File: src/rtl/tp_pulse_stretch_pkg.sv
// tp_pkg: shared constants and helpers for the test-point pulse stretcher.
//   clog2 / sel_width : constant functions for deriving counter and select widths
//   *_DEF             : default parameter values for the top and channel modules
//   tp_chan_e         : which status strobe is wired to which channel index
package tp_pkg;

  localparam int NCH_DEF     = 8;
  localparam int STRETCH_DEF = 16;
  localparam int CW_DEF      = 16;
  localparam int HB_DIV_DEF  = 20;

  typedef enum logic [3:0] {
    CH_L1A          = 4'd0,
    CH_L1A_MATCH    = 4'd1,
    CH_L1A_PUSH_SKW = 4'd2,
    CH_L1A_PUSH_MAC = 4'd3,
    CH_RESYNC       = 4'd4,
    CH_ALG_GD       = 4'd5,
    CH_SYS_RST      = 4'd6,
    CH_SPARE        = 4'd7
  } tp_chan_e;

  function automatic int clog2(input int v);
    int r;
    int x;
    r = 0;
    x = v - 1;
    while (x > 0) begin
      r++;
      x = x >>> 1;
    end
    return r;
  endfunction

  // A one-channel build still needs a one-bit select port.
  function automatic int sel_width(input int n);
    return (n > 1) ? clog2(n) : 1;
  endfunction

endpackage

File: src/rtl/tp_pulse_stretch_if.sv
// tp_pulse_stretch_if: bundles the event, control and status signals of the stretcher.
//   EVT_IN    event strobes (one per channel)
//   RETRIG    1: a new rise reloads an active stretch
//   CNT_CLR   synchronous clear of counters and overflow flags
//   CNT_SEL   channel shown on CNT_OUT
//   TP_STR    stretched pulses
//   CNT_OUT   registered count of the selected channel
//   OVF       sticky saturation flags
//   HEARTBEAT slow liveness toggle
// master drives the inputs of the block, slave is the block itself.
interface tp_pulse_stretch_if
  import tp_pkg::*;
#(
  parameter int NCH  = NCH_DEF,
  parameter int CW   = CW_DEF,
  parameter int SELW = sel_width(NCH)
);
  logic [NCH-1:0]  EVT_IN;
  logic            RETRIG;
  logic            CNT_CLR;
  logic [SELW-1:0] CNT_SEL;
  logic [NCH-1:0]  TP_STR;
  logic [CW-1:0]   CNT_OUT;
  logic [NCH-1:0]  OVF;
  logic            HEARTBEAT;

  modport master (
    output EVT_IN, RETRIG, CNT_CLR, CNT_SEL,
    input  TP_STR, CNT_OUT, OVF, HEARTBEAT
  );

  modport slave (
    input  EVT_IN, RETRIG, CNT_CLR, CNT_SEL,
    output TP_STR, CNT_OUT, OVF, HEARTBEAT
  );
endinterface

File: src/rtl/tp_pulse_stretch_chan.sv
// tp_stretch_chan: one event channel.
//   clk, rst_n : clock, asynchronous active-low reset
//   evt_in     : event strobe, any width; each rising edge is one event
//   retrig     : 1 lets a rise during an active stretch reload it
//   cnt_clr    : clears the counter and overflow flag (stretcher untouched)
//   str_out    : stretched pulse, STRETCH cycles per accepted rise
//   cnt        : saturating event count
//   ovf        : sticky flag, set by a rise while the count is saturated
module tp_stretch_chan
  import tp_pkg::*;
#(
  parameter int STRETCH = STRETCH_DEF,
  parameter int CW      = CW_DEF
) (
  input  logic          clk,
  input  logic          rst_n,
  input  logic          evt_in,
  input  logic          retrig,
  input  logic          cnt_clr,
  output logic          str_out,
  output logic [CW-1:0] cnt,
  output logic          ovf
);
  localparam int            SW    = clog2(STRETCH + 1);
  localparam logic [SW-1:0] SLOAD = SW'(STRETCH);
  localparam logic [CW-1:0] CMAX  = '1;

  logic          evt_s1_q, evt_s1_d;
  logic          evt_s2_q, evt_s2_d;
  logic [SW-1:0] scnt_q, scnt_d;
  logic [CW-1:0] cnt_q, cnt_d;
  logic          ovf_q, ovf_d;
  logic          rise;

  always_comb begin
    evt_s1_d = evt_in;
    evt_s2_d = evt_s1_q;
    rise     = evt_s1_q & ~evt_s2_q;

    scnt_d = scnt_q;
    if (rise && (retrig || scnt_q == '0)) begin
      scnt_d = SLOAD;
    end else if (scnt_q != '0) begin
      scnt_d = scnt_q - 1'b1;
    end

    // Clear has priority over a coincident rise; the rise is lost.
    cnt_d = cnt_q;
    ovf_d = ovf_q;
    if (cnt_clr) begin
      cnt_d = '0;
      ovf_d = 1'b0;
    end else if (rise) begin
      if (cnt_q == CMAX) begin
        ovf_d = 1'b1;
      end else begin
        cnt_d = cnt_q + 1'b1;
      end
    end
  end

  always_ff @(posedge clk or negedge rst_n) begin
    if (!rst_n) begin
      evt_s1_q <= 1'b0;
      evt_s2_q <= 1'b0;
      scnt_q   <= '0;
      cnt_q    <= '0;
      ovf_q    <= 1'b0;
    end else begin
      evt_s1_q <= evt_s1_d;
      evt_s2_q <= evt_s2_d;
      scnt_q   <= scnt_d;
      cnt_q    <= cnt_d;
      ovf_q    <= ovf_d;
    end
  end

  assign str_out = (scnt_q != '0);
  assign cnt     = cnt_q;
  assign ovf     = ovf_q;
endmodule

File: src/rtl/tp_pulse_stretch.sv
// tp_pulse_stretch: conditions single-cycle status strobes for test-point output.
//   CLK   : system clock, rising edge
//   RST_B : asynchronous active-low reset
//   bus   : slave side of tp_pulse_stretch_if (EVT_IN, RETRIG, CNT_CLR, CNT_SEL in;
//           TP_STR, CNT_OUT, OVF, HEARTBEAT out)
// One tp_stretch_chan per channel, plus the count readout mux and a heartbeat
// toggling every 2^HB_DIV cycles.
module tp_pulse_stretch
  import tp_pkg::*;
#(
  parameter int NCH     = NCH_DEF,
  parameter int STRETCH = STRETCH_DEF,
  parameter int CW      = CW_DEF,
  parameter int HB_DIV  = HB_DIV_DEF
) (
  input  logic              CLK,
  input  logic              RST_B,
  tp_pulse_stretch_if.slave bus
);
  logic [NCH-1:0] str_vec;
  logic [NCH-1:0] ovf_vec;
  logic [CW-1:0]  cnt_arr [NCH];

  logic [CW-1:0]     cnt_out_q, cnt_out_d;
  logic [HB_DIV-1:0] hb_cnt_q, hb_cnt_d;
  logic              hb_q, hb_d;

  genvar gi;
  generate
    for (gi = 0; gi < NCH; gi++) begin : g_chan
      tp_stretch_chan #(
        .STRETCH (STRETCH),
        .CW      (CW)
      ) u_chan (
        .clk     (CLK),
        .rst_n   (RST_B),
        .evt_in  (bus.EVT_IN[gi]),
        .retrig  (bus.RETRIG),
        .cnt_clr (bus.CNT_CLR),
        .str_out (str_vec[gi]),
        .cnt     (cnt_arr[gi]),
        .ovf     (ovf_vec[gi])
      );
    end
  endgenerate

  always_comb begin
    // Select codes past the last channel read as zero.
    cnt_out_d = '0;
    if (int'(bus.CNT_SEL) < NCH) begin
      cnt_out_d = cnt_arr[bus.CNT_SEL];
    end
    hb_cnt_d = hb_cnt_q + 1'b1;
    hb_d     = hb_q ^ (&hb_cnt_q);
  end

  always_ff @(posedge CLK or negedge RST_B) begin
    if (!RST_B) begin
      cnt_out_q <= '0;
      hb_cnt_q  <= '0;
      hb_q      <= 1'b0;
    end else begin
      cnt_out_q <= cnt_out_d;
      hb_cnt_q  <= hb_cnt_d;
      hb_q      <= hb_d;
    end
  end

  assign bus.TP_STR    = str_vec;
  assign bus.OVF       = ovf_vec;
  assign bus.CNT_OUT   = cnt_out_q;
  assign bus.HEARTBEAT = hb_q;
endmodule

File: src/flat_wrapper.sv
// flat-port wrapper written by rule: the top's interface ports become plain ports
module tp_pulse_stretch_flat import tp_pkg::*;
#(
  parameter int NCH     = NCH_DEF,
  parameter int STRETCH = STRETCH_DEF,
  parameter int CW      = CW_DEF,
  parameter int HB_DIV  = HB_DIV_DEF
)
  (CLK, RST_B, bus_EVT_IN, bus_RETRIG, bus_CNT_CLR, bus_CNT_SEL, bus_TP_STR, bus_CNT_OUT, bus_OVF, bus_HEARTBEAT);
  tp_pulse_stretch_if #(.NCH(NCH), .CW(CW)) bus_i ();
  input  logic CLK;
  input  logic RST_B;
  input wire logic [$bits(bus_i.EVT_IN)-1:0] bus_EVT_IN;
  input wire logic [$bits(bus_i.RETRIG)-1:0] bus_RETRIG;
  input wire logic [$bits(bus_i.CNT_CLR)-1:0] bus_CNT_CLR;
  input wire logic [$bits(bus_i.CNT_SEL)-1:0] bus_CNT_SEL;
  output wire logic [$bits(bus_i.TP_STR)-1:0] bus_TP_STR;
  output wire logic [$bits(bus_i.CNT_OUT)-1:0] bus_CNT_OUT;
  output wire logic [$bits(bus_i.OVF)-1:0] bus_OVF;
  output wire logic [$bits(bus_i.HEARTBEAT)-1:0] bus_HEARTBEAT;
  assign bus_i.EVT_IN = bus_EVT_IN;
  assign bus_i.RETRIG = bus_RETRIG;
  assign bus_i.CNT_CLR = bus_CNT_CLR;
  assign bus_i.CNT_SEL = bus_CNT_SEL;
  assign bus_TP_STR = bus_i.TP_STR;
  assign bus_CNT_OUT = bus_i.CNT_OUT;
  assign bus_OVF = bus_i.OVF;
  assign bus_HEARTBEAT = bus_i.HEARTBEAT;
  tp_pulse_stretch #(.NCH(NCH), .STRETCH(STRETCH), .CW(CW), .HB_DIV(HB_DIV)) u_core (.CLK(CLK), .RST_B(RST_B), .bus(bus_i));
endmodule
File: config.mk
export PLATFORM = sky130hd
export DESIGN_NAME = tp_pulse_stretch_flat
export DESIGN_NICKNAME = d
export VERILOG_FILES = /design/src/rtl/tp_pulse_stretch_pkg.sv /design/src/rtl/tp_pulse_stretch_if.sv /design/src/rtl/tp_pulse_stretch_chan.sv /design/src/rtl/tp_pulse_stretch.sv /design/src/flat_wrapper.sv
export SDC_FILE = /design/constraint.sdc
export NUM_CORES = 1
export LEC_CHECK = 0
export BUFFER_PORTS_ARGS = -buffer_cell sky130_fd_sc_hd__clkbuf_2
export CORE_MARGIN = 2
export CORE_UTILIZATION = 40
export CTS_CLUSTER_DIAMETER = 40
export DETAILED_ROUTE_END_ITERATION = 16
export GPL_TIMING_DRIVEN = 0
export HOLD_SLACK_MARGIN = 0.08
export PLACE_DENSITY = 0.61
export RECOVER_POWER = 100
export SYNTH_ARGS = -nofsm -noshare
export SYNTH_HDL_FRONTEND = slang
export SYNTH_SLANG_ARGS = --single-unit
File: constraint.sdc
create_clock -name CLK -period 1.73 [get_ports CLK]
set_input_delay 0 -clock CLK [delete_from_list [all_inputs] [get_ports CLK]]
set_output_delay 0 -clock CLK [all_outputs]
set_load 0.03 [all_outputs]
==> impl_metrics.yaml <==
worst_setup_path:
  cp.required_ns: 1.73
  end_kind: "primary output"
  cp_num_buf_inv: 3
  start_kind: "register"
  crit_slowest_cell: "or3b_4"
  cpPeakStageDelay_ns: 0.40
  cp_top_family: "simple AND/OR/NAND/NOR gates"
  critPathArrivalTime_ns: 1.82
  worstPathCellList: "inv_1, ha_2, or3b_4, nor2_4, inv_2, buf_8"
  cp_max_fo: 2
  crit_type: "register to primary output"
layout:
  diodes: 0
  drive_gt1_share_pct: 32.8
  areaGrowthSynthToFinish_pct: 34.2
  most-common-layout-cells: "dfrtp_1, nor2_1, buf_4"
  final_util_pct: 54.8
  nNetsFinal: 1433
  layout_commonest_cell: "dfrtp_1"
clock_network:
  clk_pin_slew_worst_paths_ns: 0.05
  clk-insertion-delay-late_ns: 0.52
  cts_buffer_depth: 3
  htreeDepth: 2
  cts-root-buf: "clkbuf_16"
  cts_tree: "yes"
  numCtsBuffers: 37
  clock_sinks: 229
grt:
  grt_use_met2_pct: 31.8
  grtUsageTotal_pct: 20.4
  gr-total-overflow: 0
  grt.busiest_layer: "met2"
  met3_usage_pct: 3.75
  grt_pass1_wl_microns: 51000
  grt_max_degree: 89
  grt_pass1_vias: 9694
  met1_usage_pct: 28.6
  antenna_found_initial: 1
yosys:
  ys_seq_area_share_pct: 47.3
  syn_area_sq_um: 12100
  synth_warnings: 0
  synth_edf_count: 0
  synth_flop_cell: "dfrtp_1"
  synthCells: 1177
  syn-num-nets: 1209
  async_flop_share_pct: 100
  syn_avg_cell_area_sq_um: 10.3
  synth.distinct_cells: 71
  synth-seq-cells: 229
floorplan:
  start_util_pct: 40.8
  coreArea_sq_um: 29700
  row_count: 63
  die_x_microns: 178
  ios: 48
  fp.dieH_microns: 178
  die_area_sq_um: 31700
routing:
  drt.antenna.violating_nets: 0
  drtIter0Drc: 614
  firstDrtPassIters: 5
  wl_per_cell_microns: 17.9
  drcViolationCount: 0
  dr_total_vias: 9954
  avgViaCountPerCell: 5.47
  wl_microns: 32500
power:
  power.leakage_nw: 6.82
  powerDensity_nw_per_um2: 1100
  vdd_drop_max_uv: 982
sta:
  fmax_ghz: 0.550
  worst_pin_slew_ns: 0.905
  min_period_ns: 1.82
  postLayoutSetupSlackWorst_ns: -0.0873
  finClkSkew_ns: 0.0232
  setup_viol: 15
  final_max_slew_viol_count: 0
  finalHoldViolCount: 0
  rsz0062_at_grt: "yes"
  relSlewSlack_pct: 39.7
  hold_ws_ns: 0.0982
  period_share_pct: 105
place:
  numPortBuffers: 43
  dp_hpwl_microns: 20700
  place_congestion: 0.873
run_status:
  violations: "setup timing"
  outcome: "finished with violations"
job:
  drv_cap: 0
hold_path:
  hold_path.class: "primary input to register"
## cell type report
class / count / area (sq um)
Fill cell: 2527 / 13400
Multi-Input combinational cell: 839 / 6680
Sequential cell: 229 / 5790
Timing Repair Buffer: 193 / 1470
Clock buffer: 48 / 1080
Tap cell: 390 / 488
Buffer: 57 / 339
Clock inverter: 19 / 259
Inverter: 44 / 165
## synthesized netlist by cell type, types with 14 or more instances
| library cell | number | area share, % |
|---|---|---|
| a21oi_1 | 45 | 1.9 |
| and3_1 | 14 | 0.72 |
| and4_1 | 14 | 1.0 |
| buf_4 | 17 | 1.1 |
| clkbuf_1 | 32 | 0.99 |
| dfrtp_1 | 229 | 47 |
| ha_1 | 17 | 1.8 |
| inv_1 | 36 | 1.1 |
| mux2_2 | 17 | 1.6 |
| mux4_2 | 31 | 5.8 |
| nand2_1 | 76 | 2.4 |
| nand2b_1 | 18 | 0.93 |
| nand3_1 | 45 | 1.9 |
| nand4_1 | 34 | 1.8 |
| nor2_1 | 162 | 5.0 |
| nor3_1 | 48 | 2.0 |
| o21ai_0 | 24 | 0.99 |
| o21ai_1 | 14 | 0.58 |
| xnor2_1 | 84 | 6.1 |
| xor2_1 | 37 | 2.7 |
## logic make-up after synthesis
group	after synthesis	share of synthesized area, %
mux	61	8.56
xor+xnor	121	8.74
simple gates	494	22.0
fa+ha+maj	17	1.75
compound gates	146	7.62
flops	229	47.3
buf+inv	109	4.09
## flip-flops by register name, indices dropped and copies added, names as in the netlist
name and cells:
u_core.g_chan.u_chan.cnt 128, u_core.g_chan.u_chan.evt_s2_q 8, u_core.g_chan.u_chan.evt_s1_q 8, u_core.bus.CNT_OUT 16, u_core.hb_cnt_q 20, u_core.g_chan.u_chan.scnt_q 40
u_core.bus.HEARTBEAT 1, u_core.g_chan.u_chan.ovf 8
## what timing repair did
action | 4_1_cts | 5_1_grt
hold buffers | 12 | 0
pin swaps | 29 | 42
resized for setup | 127 | 155
endpoints found under the hold margin | 244 | 0
setup endpoints to repair | 96 | 120
setup buffers | 85 | 51
gates cloned | 1 | 1
## report_power, final
part | internal, W | switching [W] | total, W
sequential | 0.00591 | 0.000503 | 0.00641
clock | 0.00519 | 0.00270 | 0.00789
combinational | 0.00189 | 0.00163 | 0.00352
total | 0.0130 | 0.00484 | 0.0178
## path summary, 6_finish.rpt
path / slack (ns) / startpoint / endpoint / cells after the start
worst max register to register: -0.05 / u_core.g_chan[6].u_chan.cnt[1] / u_core.g_chan[6].u_chan.cnt[3] / 6
worst min register to register: 0.37 / u_core.g_chan[3].u_chan.evt_s1_q / u_core.g_chan[3].u_chan.evt_s2_q / 0
worst max-delay path: -0.09 / u_core.g_chan[0].u_chan.scnt_q[1] / bus_TP_STR[0] / 6
min in group asynchronous: 0.55 / RST_B / u_core.g_chan[6].u_chan.scnt_q[1] / 3
max in group asynchronous: 0.16 / RST_B / u_core.g_chan[3].u_chan.cnt[10] / 4
worst min-delay path: 0.1 / bus_RETRIG / u_core.g_chan[2].u_chan.scnt_q[1] / 4
## per-stage QoR
step,std cells,setup slack [ns],instance area (sq um),power (W),TNS (ns)
after global routing,1819,-0.168,16300,0.0187,-9.57
final,1819,-0.0873,16300,0.0178,-0.426
after detailed placement,1612,-0.322,12900,0.00868,-10.44
after floorplan,1177,0.00386,12100,0.00808,0
after global placement,1610,-4.12,12800,0.00856,-948.11
after CTS,1769,-0.105,15500,0.0178,-0.250
## per-layer routing
layer  vias up  wire (microns)
li1       4652               -
met1      4982           14500
met2       248           15000
met3        72            2020
met4         0             965
met5         -               0
## worst min-delay path, cell delays in order
cell      delay, ns
clkbuf_1       0.26
nand2_1        0.13
nand2_1        0.06
o21ai_1        0.11
(Power assumes the default switching activity.)
